### config.mk
export PLATFORM = sky130hd
export DESIGN_NAME = uart_rx_param
export DESIGN_NICKNAME = d
export VERILOG_FILES = /design/src/rtl/uart_rx_param.sv
export SDC_FILE = /design/constraint.sdc
export NUM_CORES = 1
export LEC_CHECK = 0
export ABC_AREA = 1
export CORE_MARGIN = 4
export CORE_UTILIZATION = 52
export DETAILED_ROUTE_END_ITERATION = 6
export PLACE_DENSITY = 0.75
export SETUP_SLACK_MARGIN = 0.4
export SYNTH_ARGS = -nofsm -noshare
export SYNTH_HDL_FRONTEND = slang
export SYNTH_SLANG_ARGS = --single-unit
### constraint.sdc
create_clock -name clk -period 1.82 [get_ports clk]
set_clock_uncertainty 0.15 [all_clocks]
set_input_delay 0.182 -clock clk [delete_from_list [all_inputs] [get_ports clk]]
set_output_delay 0.182 -clock clk [all_outputs]
set_load 0.02 [all_outputs]
### src/rtl/uart_rx_param.sv
// Parametrised UART receiver: 5-9 data bits, none/even/odd parity, 1-2 stop bits.
// Define UART_RX_MAJORITY_EN to decide each bit by a 2-of-3 vote around mid-bit.
module uart_rx_param #(
  parameter int unsigned CLOCK_RATE = 12000000,
  parameter int unsigned BAUD_RATE  = 9600,
  parameter int unsigned OVERSAMPLE = 16,
  parameter int unsigned DATA_BITS  = 8,
  parameter int unsigned PARITY     = 0,
  parameter int unsigned STOP_BITS  = 1
) (
  input  logic                 clk,
  input  logic                 reset,
  input  logic                 rxEn,
  input  logic                 rxIn,
  output logic                 rxBusy,
  output logic                 rxDone,
  output logic                 rxErr,
  output logic                 rxParityErr,
  output logic [DATA_BITS-1:0] rxOut
);

  localparam int unsigned Div  = CLOCK_RATE / (BAUD_RATE * OVERSAMPLE);
  localparam int unsigned DivW = $clog2(Div + 1);
  localparam int unsigned PhW  = $clog2(OVERSAMPLE);
  localparam int unsigned BitW = $clog2(DATA_BITS + 1);
  localparam int unsigned Half = OVERSAMPLE / 2;

  localparam logic [2:0] StIdle   = 3'd0;
  localparam logic [2:0] StStart  = 3'd1;
  localparam logic [2:0] StData   = 3'd2;
  localparam logic [2:0] StParity = 3'd3;
  localparam logic [2:0] StStop   = 3'd4;

  logic                 rx_meta_q, rx_s_q, rx_prev_q;
  logic [2:0]           state_q, state_d;
  logic [DivW-1:0]      div_q, div_d;
  logic [PhW-1:0]       ph_q, ph_d;
  logic [BitW-1:0]      bit_cnt_q, bit_cnt_d;
  logic                 stop_cnt_q, stop_cnt_d;
  logic [DATA_BITS-1:0] shift_q, shift_d;
  logic                 perr_q, perr_d, ferr_q, ferr_d;
  logic                 done_q, done_d, err_q, err_d, par_err_q, par_err_d;
  logic [DATA_BITS-1:0] out_q, out_d;

  logic tick, fall, bit_evt, bit_val, par_exp;

  assign tick    = (div_q == DivW'(Div - 1));
  assign fall    = rx_prev_q & ~rx_s_q;
  assign par_exp = (PARITY == 2) ? ~^shift_q : ^shift_q;

`ifdef UART_RX_MAJORITY_EN
  // Votes are taken at ticks Half-1 and Half; the decision lands on tick Half+1.
  logic [1:0] vote_q;

  always_ff @(posedge clk or negedge reset) begin
    if (!reset) begin
      vote_q <= 2'b11;
    end else if (tick && state_q != StIdle) begin
      if (ph_q == PhW'(Half - 2)) vote_q[0] <= rx_s_q;
      if (ph_q == PhW'(Half - 1)) vote_q[1] <= rx_s_q;
    end
  end

  assign bit_evt = tick && (ph_q == PhW'(Half));
  assign bit_val = (vote_q[0] & vote_q[1]) | (vote_q[0] & rx_s_q) | (vote_q[1] & rx_s_q);
`else
  assign bit_evt = tick && (ph_q == PhW'(Half - 1));
  assign bit_val = rx_s_q;
`endif

  always_comb begin
    state_d    = state_q;
    div_d      = div_q;
    ph_d       = ph_q;
    bit_cnt_d  = bit_cnt_q;
    stop_cnt_d = stop_cnt_q;
    shift_d    = shift_q;
    perr_d     = perr_q;
    ferr_d     = ferr_q;
    done_d     = 1'b0;
    err_d      = err_q;
    par_err_d  = par_err_q;
    out_d      = out_q;

    if (state_q != StIdle) begin
      div_d = tick ? '0 : div_q + DivW'(1);
      if (tick) ph_d = (ph_q == PhW'(OVERSAMPLE - 1)) ? '0 : ph_q + PhW'(1);
    end

    if (state_q != StIdle && !rxEn) begin
      state_d = StIdle;
    end else begin
      case (state_q)
        StIdle: begin
          div_d = '0;
          ph_d  = '0;
          if (rxEn && fall) begin
            state_d    = StStart;
            bit_cnt_d  = '0;
            stop_cnt_d = 1'b0;
            perr_d     = 1'b0;
            ferr_d     = 1'b0;
          end
        end
        StStart: if (bit_evt) state_d = bit_val ? StIdle : StData;
        StData: begin
          if (bit_evt) begin
            shift_d   = {bit_val, shift_q[DATA_BITS-1:1]};
            bit_cnt_d = bit_cnt_q + BitW'(1);
            if (bit_cnt_q == BitW'(DATA_BITS - 1)) state_d = (PARITY != 0) ? StParity : StStop;
          end
        end
        StParity: begin
          if (bit_evt) begin
            perr_d  = (bit_val != par_exp);
            state_d = StStop;
          end
        end
        StStop: begin
          if (bit_evt) begin
            ferr_d = ferr_q | ~bit_val;
            if (stop_cnt_q == 1'(STOP_BITS - 1)) begin
              // Leave at mid-stop so a following start edge is not missed.
              out_d     = shift_q;
              err_d     = ferr_q | ~bit_val;
              par_err_d = perr_q;
              done_d    = 1'b1;
              state_d   = StIdle;
            end else begin
              stop_cnt_d = 1'b1;
            end
          end
        end
        default: state_d = StIdle;
      endcase
    end
  end

  always_ff @(posedge clk or negedge reset) begin
    if (!reset) begin
      rx_meta_q  <= 1'b1;
      rx_s_q     <= 1'b1;
      rx_prev_q  <= 1'b1;
      state_q    <= StIdle;
      div_q      <= '0;
      ph_q       <= '0;
      bit_cnt_q  <= '0;
      stop_cnt_q <= 1'b0;
      shift_q    <= '0;
      perr_q     <= 1'b0;
      ferr_q     <= 1'b0;
      done_q     <= 1'b0;
      err_q      <= 1'b0;
      par_err_q  <= 1'b0;
      out_q      <= '0;
    end else begin
      rx_meta_q  <= rxIn;
      rx_s_q     <= rx_meta_q;
      rx_prev_q  <= rx_s_q;
      state_q    <= state_d;
      div_q      <= div_d;
      ph_q       <= ph_d;
      bit_cnt_q  <= bit_cnt_d;
      stop_cnt_q <= stop_cnt_d;
      shift_q    <= shift_d;
      perr_q     <= perr_d;
      ferr_q     <= ferr_d;
      done_q     <= done_d;
      err_q      <= err_d;
      par_err_q  <= par_err_d;
      out_q      <= out_d;
    end
  end

  assign rxBusy      = (state_q != StIdle);
  assign rxDone      = done_q;
  assign rxErr       = err_q;
  assign rxParityErr = par_err_q;
  assign rxOut       = out_q;

endmodule

==> results of run 1 <==
-- how the worst min path moves through the flow --
stage / to / cells past startpoint
floorplan: bit_cnt_q[0]$_DFFE_PN0P_ / 0
global placement: div_q[0]$_DFF_PN0_ / 1
detailed placement: div_q[0]$_DFF_PN0_ / 1
CTS: rx_meta_q$_DFF_PN1_ / 1
global route: rx_meta_q$_DFF_PN1_ / 1
finish: rx_meta_q$_DFF_PN1_ / 1
-- placed cells by master (no fill, tap or decap), types with 2 or more instances in the layout --
cell / n
nand3_1: 15
dfrtp_1: 37
clkbuf_8: 5
inv_1: 32
inv_8: 2
nand3_2: 2
o21ai_1: 9
buf_12: 2
dfrtp_2: 2
nand2_2: 10
xor2_1: 4
nand2_4: 10
nor2_4: 5
o21ai_2: 12
buf_4: 21
a21oi_1: 2
nand4_1: 4
inv_2: 3
o21ai_0: 5
clkdlybuf4s50_1: 2
nor3_1: 2
dlygate4sd2_1: 11
nor2_2: 2
nor2_1: 12
nand2_1: 57
dfstp_2: 3
clkbuf_1: 2
ha_2: 2
buf_6: 2
-- through the flow --
| step | setup slack, ps | hold WS (ps) |
|---|---|---|
| floorplan | 87.8 | -264 |
| global placement | 94.7 | -0.227 |
| detailed placement | 28.2 | 0.0396 |
| CTS | 111 | 140 |
| global route | -24.7 | 145 |
| finish | 73.9 | 140 |
-- cells in the mapped netlist --
| cell | number | area (um^2) |
|---|---|---|
| a21oi_1 | 2 | 10.0 |
| and3_1 | 1 | 6.26 |
| buf_2 | 1 | 5.00 |
| buf_8 | 1 | 15.0 |
| dfrtp_1 | 39 | 976 |
| dfstp_2 | 3 | 78.8 |
| ha_1 | 4 | 50.1 |
| inv_1 | 33 | 124 |
| inv_2 | 2 | 7.51 |
| inv_4 | 1 | 6.26 |
| nand2_1 | 75 | 282 |
| nand2_2 | 1 | 6.26 |
| nand2_4 | 1 | 11.3 |
| nand3_1 | 15 | 75.1 |
| nand3_2 | 2 | 20.0 |
| nand4_1 | 4 | 25.0 |
| nor2_1 | 16 | 60.1 |
| nor2_2 | 1 | 6.26 |
| nor2_4 | 2 | 22.5 |
| nor3_1 | 3 | 15.0 |
| nor3_4 | 1 | 16.3 |
| nor3b_1 | 1 | 7.51 |
| o211ai_1 | 1 | 7.51 |
| o21ai_0 | 19 | 95.1 |
| o21ai_2 | 7 | 61.3 |
| or2_2 | 1 | 6.26 |
| xnor2_1 | 1 | 8.76 |
| xor2_1 | 4 | 35.0 |
-- worst max-delay path, stage by stage (launching register included) --
cell and delay, ps:
dfrtp_1 380, inv_1 70, ha_2 160, nand3_2 90, nor2_4 120, nand2_4 90
nor3_4 240, buf_12 170, inv_4 60, nand2_2 50, o21ai_2 40
-- per-layer routing --
metal	vias up	part of all wire	global-route usage
met4	0	0.027	0.0856
li1	862	-	-
met5	-	0	0
met1	824	0.42	0.202
met3	17	0.036	0.0412
met2	36	0.51	0.288
-- logic make-up (layout without fill, tap and decap cells) --
kind of cell    count (synthesis)  in the layout  share of synthesized area
flops                          42             42                      0.517
fa+ha+maj                       4              4                     0.0245
xor+xnor                        5              5                     0.0215
compound gates                 29             29                     0.0853
buf+inv                        38             86                     0.0773
simple gates                  124            124                      0.274
-- state kept, by name, indices dropped and copies added, names as in the netlist --
signal / cells
bit_val: 1
ferr_q: 1
rxDone: 1
bit_cnt_q: 4
perr_q: 1
rxOut: 8
rx_prev_q: 1
rx_meta_q: 1
rxErr: 1
state_q: 3
ph_q: 4
shift_q: 8
div_q: 7
rxParityErr: 1
-- final cells by class --
cell class | count | area share
clock buffers | 7 | 0.0280
inverters | 36 | 0.0524
multi-input cells | 162 | 0.365
flip-flops and latches | 42 | 0.388
well taps | 48 | 0.0220
repair buffers | 41 | 0.138
repair inverters | 2 | 0.00643
-- power by group through the flow --
stage / registers, mW / clock network, mW / logic, mW
6_report: 1.03 / 0.559 / 0.633
4_1_cts: 1.03 / 0.569 / 0.544
3_3_place_gp: 1.06 / 0 / 0.447
5_1_grt: 1.04 / 0.607 / 0.706
3_5_place_dp: 1.06 / 0 / 0.455
2_1_floorplan: 1.06 / 0 / 0.285
-- timing repair --
item,4_1_cts,5_1_grt
gates resized for setup,29,56
setup endpoints to repair,50,39
buffers inserted,7,11
hold buffers,1,0
cloned,0,3
endpoints found under the hold margin,15,0
pin swaps,4,9
==> results.toml, run 1 <==
[min_path]
worstHoldStart = "rxIn"
hp-class = "input port to flop"

[layout]
fill_cells = 272
multiInputGateArea_um2 = 993
fin_area_um2 = 2720
instances_no_fill = 338
diodes = 0
synthToLayoutAreaGrowth_pct = 33.6
fin_util = 0.733
regArea_um2 = 1060
fin_nets = 298
drive_gt1_frac = 0.317

[timing]
rsz0062_at_grt = "yes"
fin_crit_sh = 0.959
slew_violations = 0
setup_viol = 0
finalCriticalPeriod_ps = 1750
fin_tns_setup_ps = 0
tightest_slew_ps = 464
fmax_mhz = 573
relSlewSlack = 0.691
hold_viol = 0

[clocking]
path_clk_slew_ps = 70
cts_root_buf = "clkbuf_8"
clock_latency_ps = 300
cts_buffers = 5
clk_path_buf_depth = 2
cts_tree = "yes"
cts_sinks = 42
h-tree-depth = 2

[detailed_routing]
routed_wl_um = 4450
drtIter0Drc = 102
via_per_inst = 5.14
wl_per_cell_um = 13.2
drt-pass1-iter-count = 4
drtAntennaViolNets = 0
via_count = 1739
drc = 0

[die]
fp.dieH_um = 70.6
dieArea_um2 = 4990
core-area_um2 = 3720
top_level_ports = 16
initial_core_util = 0.549
die_x_um = 70.6
fp-row-count = 22

[flow_run]
drv_cap = 0

[yosys]
synth_warnings = 0
synth_seq_cells = 42
synth_area_per_cell_um2 = 8.43
yosys.cell_types.count = 28
yosysSeqAreaShare = 0.517
syn_nets = 250
netlist_instances = 242
netlist_area_um2 = 2040

[critical_path]
r2r_cells = 10
r2r_setup_slack_ps = 70
path_max_fanout = 5
startpoint_type = "flop"
critPathKind = "flop to flop"
arrival_ps = 1780
worstPathRequired_ps = 1850
crit_start = "div_q[1]$_DFF_PN0_"
r2r_end = "rxOut[2]$_DFFE_PN0P_"
endpoint_kind = "flop"
worstSetupEndpoint = "rxOut[2]$_DFFE_PN0P_"
r2r-start = "div_q[1]$_DFF_PN0_"

[power_and_ir_drop]
share_seq_of_total_power = 0.464
combPwrFrac = 0.284
internal_power_mw = 1.50
total_power_mw = 2.22
irDropWorstVdd_mv = 0.586
p_sw_mw = 0.720
switching_share = 0.324
p_leak_nw = 1.35
clock_power_share = 0.251
power_density_nw_per_um2 = 817

[placement]
place.gp.congestion = 0.840
dp_hpwl_um = 2800
numPortBuffers = 15
place_inst = 309
placed_area_um2 = 2280

[grt]
gr-total-overflow = 0
grt_max_degree = 21
grt_usage = 0.170
antenna_found_initial = 0
grt_pass1_vias = 1600
grt_pass1_wl_um = 6740

[outcome]
outcome = "complete, no violations"
No activity file was read; power rests on OpenSTA's default activity.
==> run 2, diff against run 1 <==
- PLACE_DENSITY: 0.75 -> 0.73
==> results.toml, run 2 (synthesis results as in run 1) <==
[clocking]
h-tree-depth = 2
cts_buffers = 5
cts_sinks = 42
cts_tree = "yes"
path_clk_slew_ps = 70
clk_path_buf_depth = 2
clock_latency_ps = 300
cts_root_buf = "clkbuf_8"

[critical_path]
startpoint_type = "flop"
critPathKind = "flop to flop"
path_max_fanout = 7
worstPathRequired_ps = 1850
r2r-start = "rx_prev_q$_DFF_PN1_"
endpoint_kind = "flop"
arrival_ps = 1710
crit_start = "rx_prev_q$_DFF_PN1_"

[timing]
slew_violations = 0
hold_viol = 0
finalCriticalPeriod_ps = 1690
fin_tns_setup_ps = 0
fin_ws_ps = 134
relSlewSlack = 0.673
fin_crit_sh = 0.926
rsz0062_at_grt = "yes"
fmax_mhz = 593
setup_viol = 0
tightest_slew_ps = 491

[grt]
grt_usage = 0.188
grt_max_degree = 23
grt_pass1_vias = 1632
grt_pass1_wl_um = 7430
gr-total-overflow = 0
antenna_found_initial = 0

[min_path]
worstHoldStart = "rxIn"
hp-class = "input port to flop"

[placement]
dp_slack_ps = 51.3
place.gp.congestion = 0.806
placed_area_um2 = 2290
numPortBuffers = 15
place_inst = 309
dp_hpwl_um = 2730

[flow_run]
drv_cap = 0

[outcome]
outcome = "complete, no violations"

[layout]
fill_cells = 240
mostFrequentLayoutCells = "51 x nand2_1, 38 x dfrtp_1, 31 x inv_1"
instances_no_fill = 338
drive_gt1_frac = 0.376
diodes = 0
fin_nets = 297
layout_commonest_cell = "nand2_1"
synthToLayoutAreaGrowth_pct = 42.0
fin_area_um2 = 2900

[detailed_routing]
via_count = 1776
routed_wl_um = 4600
drt-pass1-iter-count = 4
via_per_inst = 5.25
drtIter0Drc = 82
drc = 0
wl_per_cell_um = 13.6
drtAntennaViolNets = 0

[power_and_ir_drop]
power_density_nw_per_um2 = 904
irDropWorstVdd_mv = 0.601
p_leak_nw = 1.42

[die]
core-area_um2 = 3720
die_x_um = 70.6
fp-row-count = 22
dieArea_um2 = 4990
fp.dieH_um = 70.6
initial_core_util = 0.549
top_level_ports = 16
run 2: cell count changes in the layout (fill, tap and decap cells not counted), sizes merged:
cell,before,now
clkbuf,8,5
clkinv,0,2
inv,38,37
bufinv,0,1
buf,26,27
run 2: final timing paths:
path / end / slack [ps] / depth (start not counted)
worst max register to register: bit_cnt_q[1]$_DFFE_PN0P_ / 130 / 9
worst max-delay path: bit_cnt_q[1]$_DFFE_PN0P_ / 130 / 9
min in group asynchronous: div_q[0]$_DFF_PN0_ / 220 / 2
worst min register to register: bit_val$_DFF_PN1_ / 210 / 0
max in group asynchronous: rx_prev_q$_DFF_PN1_ / 720 / 3
worst min-delay path: rx_meta_q$_DFF_PN1_ / 140 / 1
run 2: final cells by class:
class | count | area [um^2] | share of cell area
well taps | 48 | 60.1 | 0.0207
repair inverters | 1 | 8.76 | 0.00302
flip-flops and latches | 42 | 1060 | 0.365
inverters | 36 | 148 | 0.0510
multi-input cells | 162 | 1090 | 0.377
clock inverters | 3 | 40.0 | 0.0138
repair buffers | 41 | 423 | 0.146
clock buffers | 5 | 68.8 | 0.0238
run 2: through the flow:
stage | power, mW | hold slack, ps | utilization
after floorplan | 1.34 | -264 | -
after global placement | 1.52 | 20.8 | 0.616
after detailed placement | 1.53 | 21.2 | 0.616
after CTS | 2.35 | 137 | 0.708
after global routing | 2.76 | 141 | 0.779
final | 2.62 | 144 | 0.779
run 2: timing repair:
item,CTS,global route
buffers inserted,8,10
hold buffers,1,0
pin swaps,8,16
cloned,1,1
endpoints found under the setup margin,50,39
gates resized for setup,64,51
endpoints found under the hold margin,20,0
run 2: where the power goes:
part | leakage [nW] | switching, mW | total [mW] | internal (mW)
registers | 0.554 | 0.0523 | 1.04 | 0.986
logic | 0.809 | 0.497 | 0.851 | 0.354
clock network | 0.0579 | 0.325 | 0.729 | 0.404
total | 1.42 | 0.874 | 2.62 | 1.74
run 2: metal layers:
layer / part of all wire / GRT usage
met1: 0.41 / 0.230
met2: 0.52 / 0.332
met3: 0.035 / 0.0384
met4: 0.028 / 0.0605
met5: 0 / 0
run 2: worst max-delay path: stages (launching register included):
cell and delay, ps:
dfstp_2 510, inv_1 30, nor2_1 160, nand2_1 90, nand2_1 160, nand2_2 100, nor2_4 160, nand2_8 90
nand2_2 60, o21ai_1 60
==> run 3, diff against run 2 <==
- CORE_ASPECT_RATIO: default -> 0.5
==> results.toml, run 3 (synthesis results as in run 1) <==
[outcome]
outcome = "complete, no violations"

[die]
core-area_um2 = 3600
die_x_um = 96.6
fp.dieH_um = 52.3
dieArea_um2 = 5050
top_level_ports = 16
fp-row-count = 15
initial_core_util = 0.566

[timing]
rsz0062_at_grt = "yes"
tightest_slew_ps = 428
fin_tns_setup_ps = 0
fmax_mhz = 586
hold_viol = 0
fin_crit_sh = 0.938
slew_violations = 0
setup_viol = 0
fin_ws_ps = 113
finalCriticalPeriod_ps = 1710
relSlewSlack = 0.715

[placement]
place.gp.congestion = 0.827
dp_hpwl_um = 2710
placed_area_um2 = 2270
numPortBuffers = 15
dp_slack_ps = 76.6

[power_and_ir_drop]
irDropWorstVdd_mv = 0.419
p_leak_nw = 1.35
power_density_nw_per_um2 = 881

[critical_path]
r2r_end = "ferr_q$_DFFE_PN0P_"
worstPathRequired_ps = 1860
path_max_fanout = 9
startpoint_type = "flop"
r2r-start = "div_q[1]$_DFF_PN0_"
arrival_ps = 1740
r2r_setup_slack_ps = 110
endpoint_kind = "flop"
critPathKind = "flop to flop"
r2r_cells = 10

[detailed_routing]
drtAntennaViolNets = 0
drt-pass1-iter-count = 4
routed_wl_um = 4410
drtIter0Drc = 45
drc = 0
via_per_inst = 5.08
via_count = 1711
wl_per_cell_um = 13.1

[clocking]
h-tree-depth = 2
cts_sinks = 42
clock_latency_ps = 290
clk_path_buf_depth = 2
cts_tree = "yes"
path_clk_slew_ps = 80
cts_buffers = 5
cts_root_buf = "clkbuf_8"

[grt]
grt_pass1_wl_um = 7000
antenna_found_initial = 0
grt_pass1_vias = 1622
gr-total-overflow = 0
grt_usage = 0.183
grt_max_degree = 21

[flow_run]
drv_cap = 0

[layout]
fin_nets = 293
mostFrequentLayoutCells = "54 x nand2_1, 38 x dfrtp_1, 31 x inv_1"
drive_gt1_frac = 0.367
layout_commonest_cell = "nand2_1"
fin_area_um2 = 2770
fill_cells = 251
diodes = 0
synthToLayoutAreaGrowth_pct = 35.7

[min_path]
hp-class = "input port to flop"
holdPathEnd = "rx_meta_q$_DFF_PN1_"
holdPathStages = 1
worstHoldStart = "rxIn"
==> run 3: layout make-up <==
cell class              count  area (um^2)  share of cell area
flip-flops and latches     42         1060               0.382
repair buffers             37          349               0.126
repair inverters            1         11.3             0.00407
well taps                  51         63.8              0.0231
clock buffers               6         82.6              0.0298
clock inverters             2         12.5             0.00452
inverters                  36          145              0.0524
multi-input cells         162         1050               0.378
==> run 3: critical path, cell delays in order (launching register included) <==
cell,delay [ps]
dfrtp_1,380
inv_1,70
ha_2,170
nand3_2,90
nor2_4,120
nand2_4,90
nor3_4,200
buf_6,170
inv_8,50
nand3_2,50
nand2_1,50
==> run 3: stage by stage <==
stage / instances / power [mW] / util / hold WS (ps)
CTS: 329 / 2.25 / 0.700 / 134
floorplan: 242 / 1.34 / - / -264
global placement: 311 / 1.48 / 0.631 / -12.7
global route: 337 / 2.57 / 0.768 / 123
finish: 337 / 2.44 / 0.768 / 139
detailed placement: 311 / 1.50 / 0.631 / -5.34
==> run 3: layer usage <==
layer	GRT usage	share of wire	up-vias	routed length [um]
met4	0.0465	0.0091	0	40
met2	0.329	0.50	24	2210
li1	-	-	848	-
met5	0	0	-	0
met3	0.0545	0.031	7	138
met1	0.215	0.46	832	2010
==> run 3: how the worst max path moves through the flow <==
stage	startpoint	cells after the start	endpoint
final	div_q[1]$_DFF_PN0_	10	ferr_q$_DFFE_PN0P_
after global routing	div_q[1]$_DFF_PN0_	9	rxOut[3]$_DFFE_PN0P_
after CTS	div_q[1]$_DFF_PN0_	9	rxOut[0]$_DFFE_PN0P_
after detailed placement	div_q[1]$_DFF_PN0_	9	shift_q[0]$_DFFE_PN0P_
after global placement	div_q[0]$_DFF_PN0_	7	ph_q[1]$_DFF_PN0_
after floorplan	div_q[1]$_DFF_PN0_	10	rxErr$_DFFE_PN0P_
==> run 3: power breakdown <==
group / internal, mW / switching (mW) / leakage [nW]
logic: 0.297 / 0.480 / 0.750
clock network: 0.305 / 0.327 / 0.0472
registers: 0.987 / 0.0431 / 0.554
total: 1.59 / 0.850 / 1.35
==> run 3: what timing repair did <==
action	CTS	global route
pin swaps	7	11
cloned	0	2
endpoints found under the setup margin	50	40
buffers inserted	9	6
gates resized for setup	40	65
endpoints found under the hold margin	18	0
hold buffers	1	0
==> variant, RTL diff (config.mk and constraints of run 1) <==
Set the parameter `PARITY` to 1 (it was 0).
--- a/src/rtl/uart_rx_param.sv
+++ b/src/rtl/uart_rx_param.sv
@@ -5,7 +5,7 @@
   parameter int unsigned BAUD_RATE  = 9600,
   parameter int unsigned OVERSAMPLE = 16,
   parameter int unsigned DATA_BITS  = 8,
-  parameter int unsigned PARITY     = 0,
+  parameter int unsigned PARITY     = 1,
   parameter int unsigned STOP_BITS  = 1
 ) (
   input  logic                 clk,
Behaviour: same outputs for any inputs over 10 cycles, from zero or initial values and one cycle with reset low; that may be too few to reach the edited logic, so the function may still have changed.
==> variant against run 1 <==
Setup slack better by 0.14 ns; critical path depth down 1; sequential share of layout area down 0.35 points; sequential cell count unchanged; power up 17%; design area up 0.92%; core utilization down 0.41 points; routed wire length down 4.9%; synthesized cell count down 0.83%; synthesized area up 2.1%; highest routed layer unchanged.
==> variant: results (changes against run 1) <==
Commonest cells post-synth nand2_1, dfrtp_1, inv_1 (unchanged); YS warnings 0 (unchanged); status finished, final reports clean (unchanged); vias in the first global route 1,564 (was 1,600); first-pass GRT wire length 7100 um (was 6741 um); Worst slew margin 68.29% (was 69.08%); clk_lat worst skew 0.29 ns; Max H-tree Level 2 (unchanged); HP Class input pin to register (unchanged); CP max stage cell dfrtp_1 (unchanged); antenna violations before repair 0 (unchanged); synth top area cells dfrtp_1, nand2_1, o21ai_1 (was dfrtp_1, nand2_1, inv_1); CTS Buf Count 5 (unchanged); crit-path max FO 10 (was 5); VDD IR-drop max 661.7 uV (was 585.5 uV); Final #Nets 288 (was 298); initial DRC count 155 (was 102); clk buf depth 2 (unchanged); post-synthesis sequential area ratio 50.63% (was 51.72%); share of cells above drive strength 1 34.16% (was 31.72%); Port-buffer cells 15 (unchanged); ANT cells 0 (unchanged); post-DP HPWL 2612 um (was 2797 um); RD Place Congestion 0.8710 (was 0.8401); root buffer cell clkbuf_8 (unchanged); Lkg Pwr 1.242 nW (was 1.345 nW); Mapped Nets 248 (was 250); asr flop ratio synth 100.0% (unchanged); CP max stage delay 0.39 ns; worst path arrival time 1.64 ns (was 1.78 ns); aggregate global-route resource usage 17.54% (was 17.01%); largest net degree at the start of global routing 25 (was 21); DR WL/cell 12.85 um (was 13.15 um); Worst path top cell family by delay simple AND/OR/NAND/NOR gates (unchanged); DRT Pass-1 Iters 4 (unchanged); Cell variety after synth 27 (was 28); vias per cell 5.152 (was 5.145); fillers 263 (was 272); ys flop type dfrtp_1 (unchanged)
[variant: changes by cell type after synthesis, moves of 3 or more]
cell	run 1	this run
buf_6	0	3
nand3_1	15	11
nand2_2	1	6
o21ai_1	0	17
o21ai_0	19	5
inv_1	33	20
nand2_1	75	66
inv_2	2	5
nor2_1	16	19
[variant: worst paths after layout]
kind	from	endpoint	slack, ns	cells after the start
min in group asynchronous	reset	bit_cnt_q[3]	0.21	2
max reg2reg	ph_q[0]	rxOut[6]	0.21	9
min	rxIn	rx_meta_q	0.14	1
min reg2reg	rx_meta_q	bit_val	0.21	0
max	ph_q[0]	rxOut[6]	0.21	9
max in group asynchronous	reset	shift_q[6]	0.85	3
[variant: kinds of logic after synthesis]
group / Yosys count / synth area share [%]
and+or+nand+nor: 121 / 27.03
DFF: 42 / 50.63
AOI/OAI and AO/OA: 36 / 10.39
buffers and inverters: 30 / 6.607
xor gates and xnor gates: 7 / 2.943
adders and majority gates: 4 / 2.402
[variant: metrics by stage]
stage / std cells / instance area [um^2] / util (%) / setup slack, ns
2_1_floorplan: 240 / 2090 / - / 0.3048
3_3_place_gp: 303 / 2308 / 61.21 / 0.1843
3_5_place_dp: 303 / 2308 / 61.21 / 0.1819
4_1_cts: 320 / 2572 / 68.22 / 0.2042
5_1_grt: 329 / 2749 / 72.89 / 0.09390
6_report: 329 / 2749 / 72.89 / 0.2097
[variant: cell type report]
cell class / instances / area share (%)
clock buffer: 8 / 4.005
inverter: 27 / 4.096
multi-input combinational: 169 / 38.96
sequential: 42 / 38.46
tap: 48 / 2.185
timing repair buffer: 35 / 12.29
[variant: power breakdown]
group,internal (mW),switching [mW]
registers,0.999,0.0819
clock network,0.383,0.307
logic,0.346,0.480
[variant: layer usage]
metal / vias up / track usage [%] / routed length [um]
li1: 853 / - / -
met1: 807 / 22.38 / 1888
met5: - / 0 / 0
met2: 28 / 28.67 / 2101
met4: 0 / 6.472 / 65
met3: 7 / 4.628 / 173
[variant: repair_timing]
action / CTS / global route
pin swaps: 4 / 16
endpoints found under the setup margin: 48 / 40
buffers inserted: 6 / 9
hold buffers: 1 / 0
cloned: 2 / 0
gates resized for setup: 41 / 28
endpoints found under the hold margin: 15 / 0
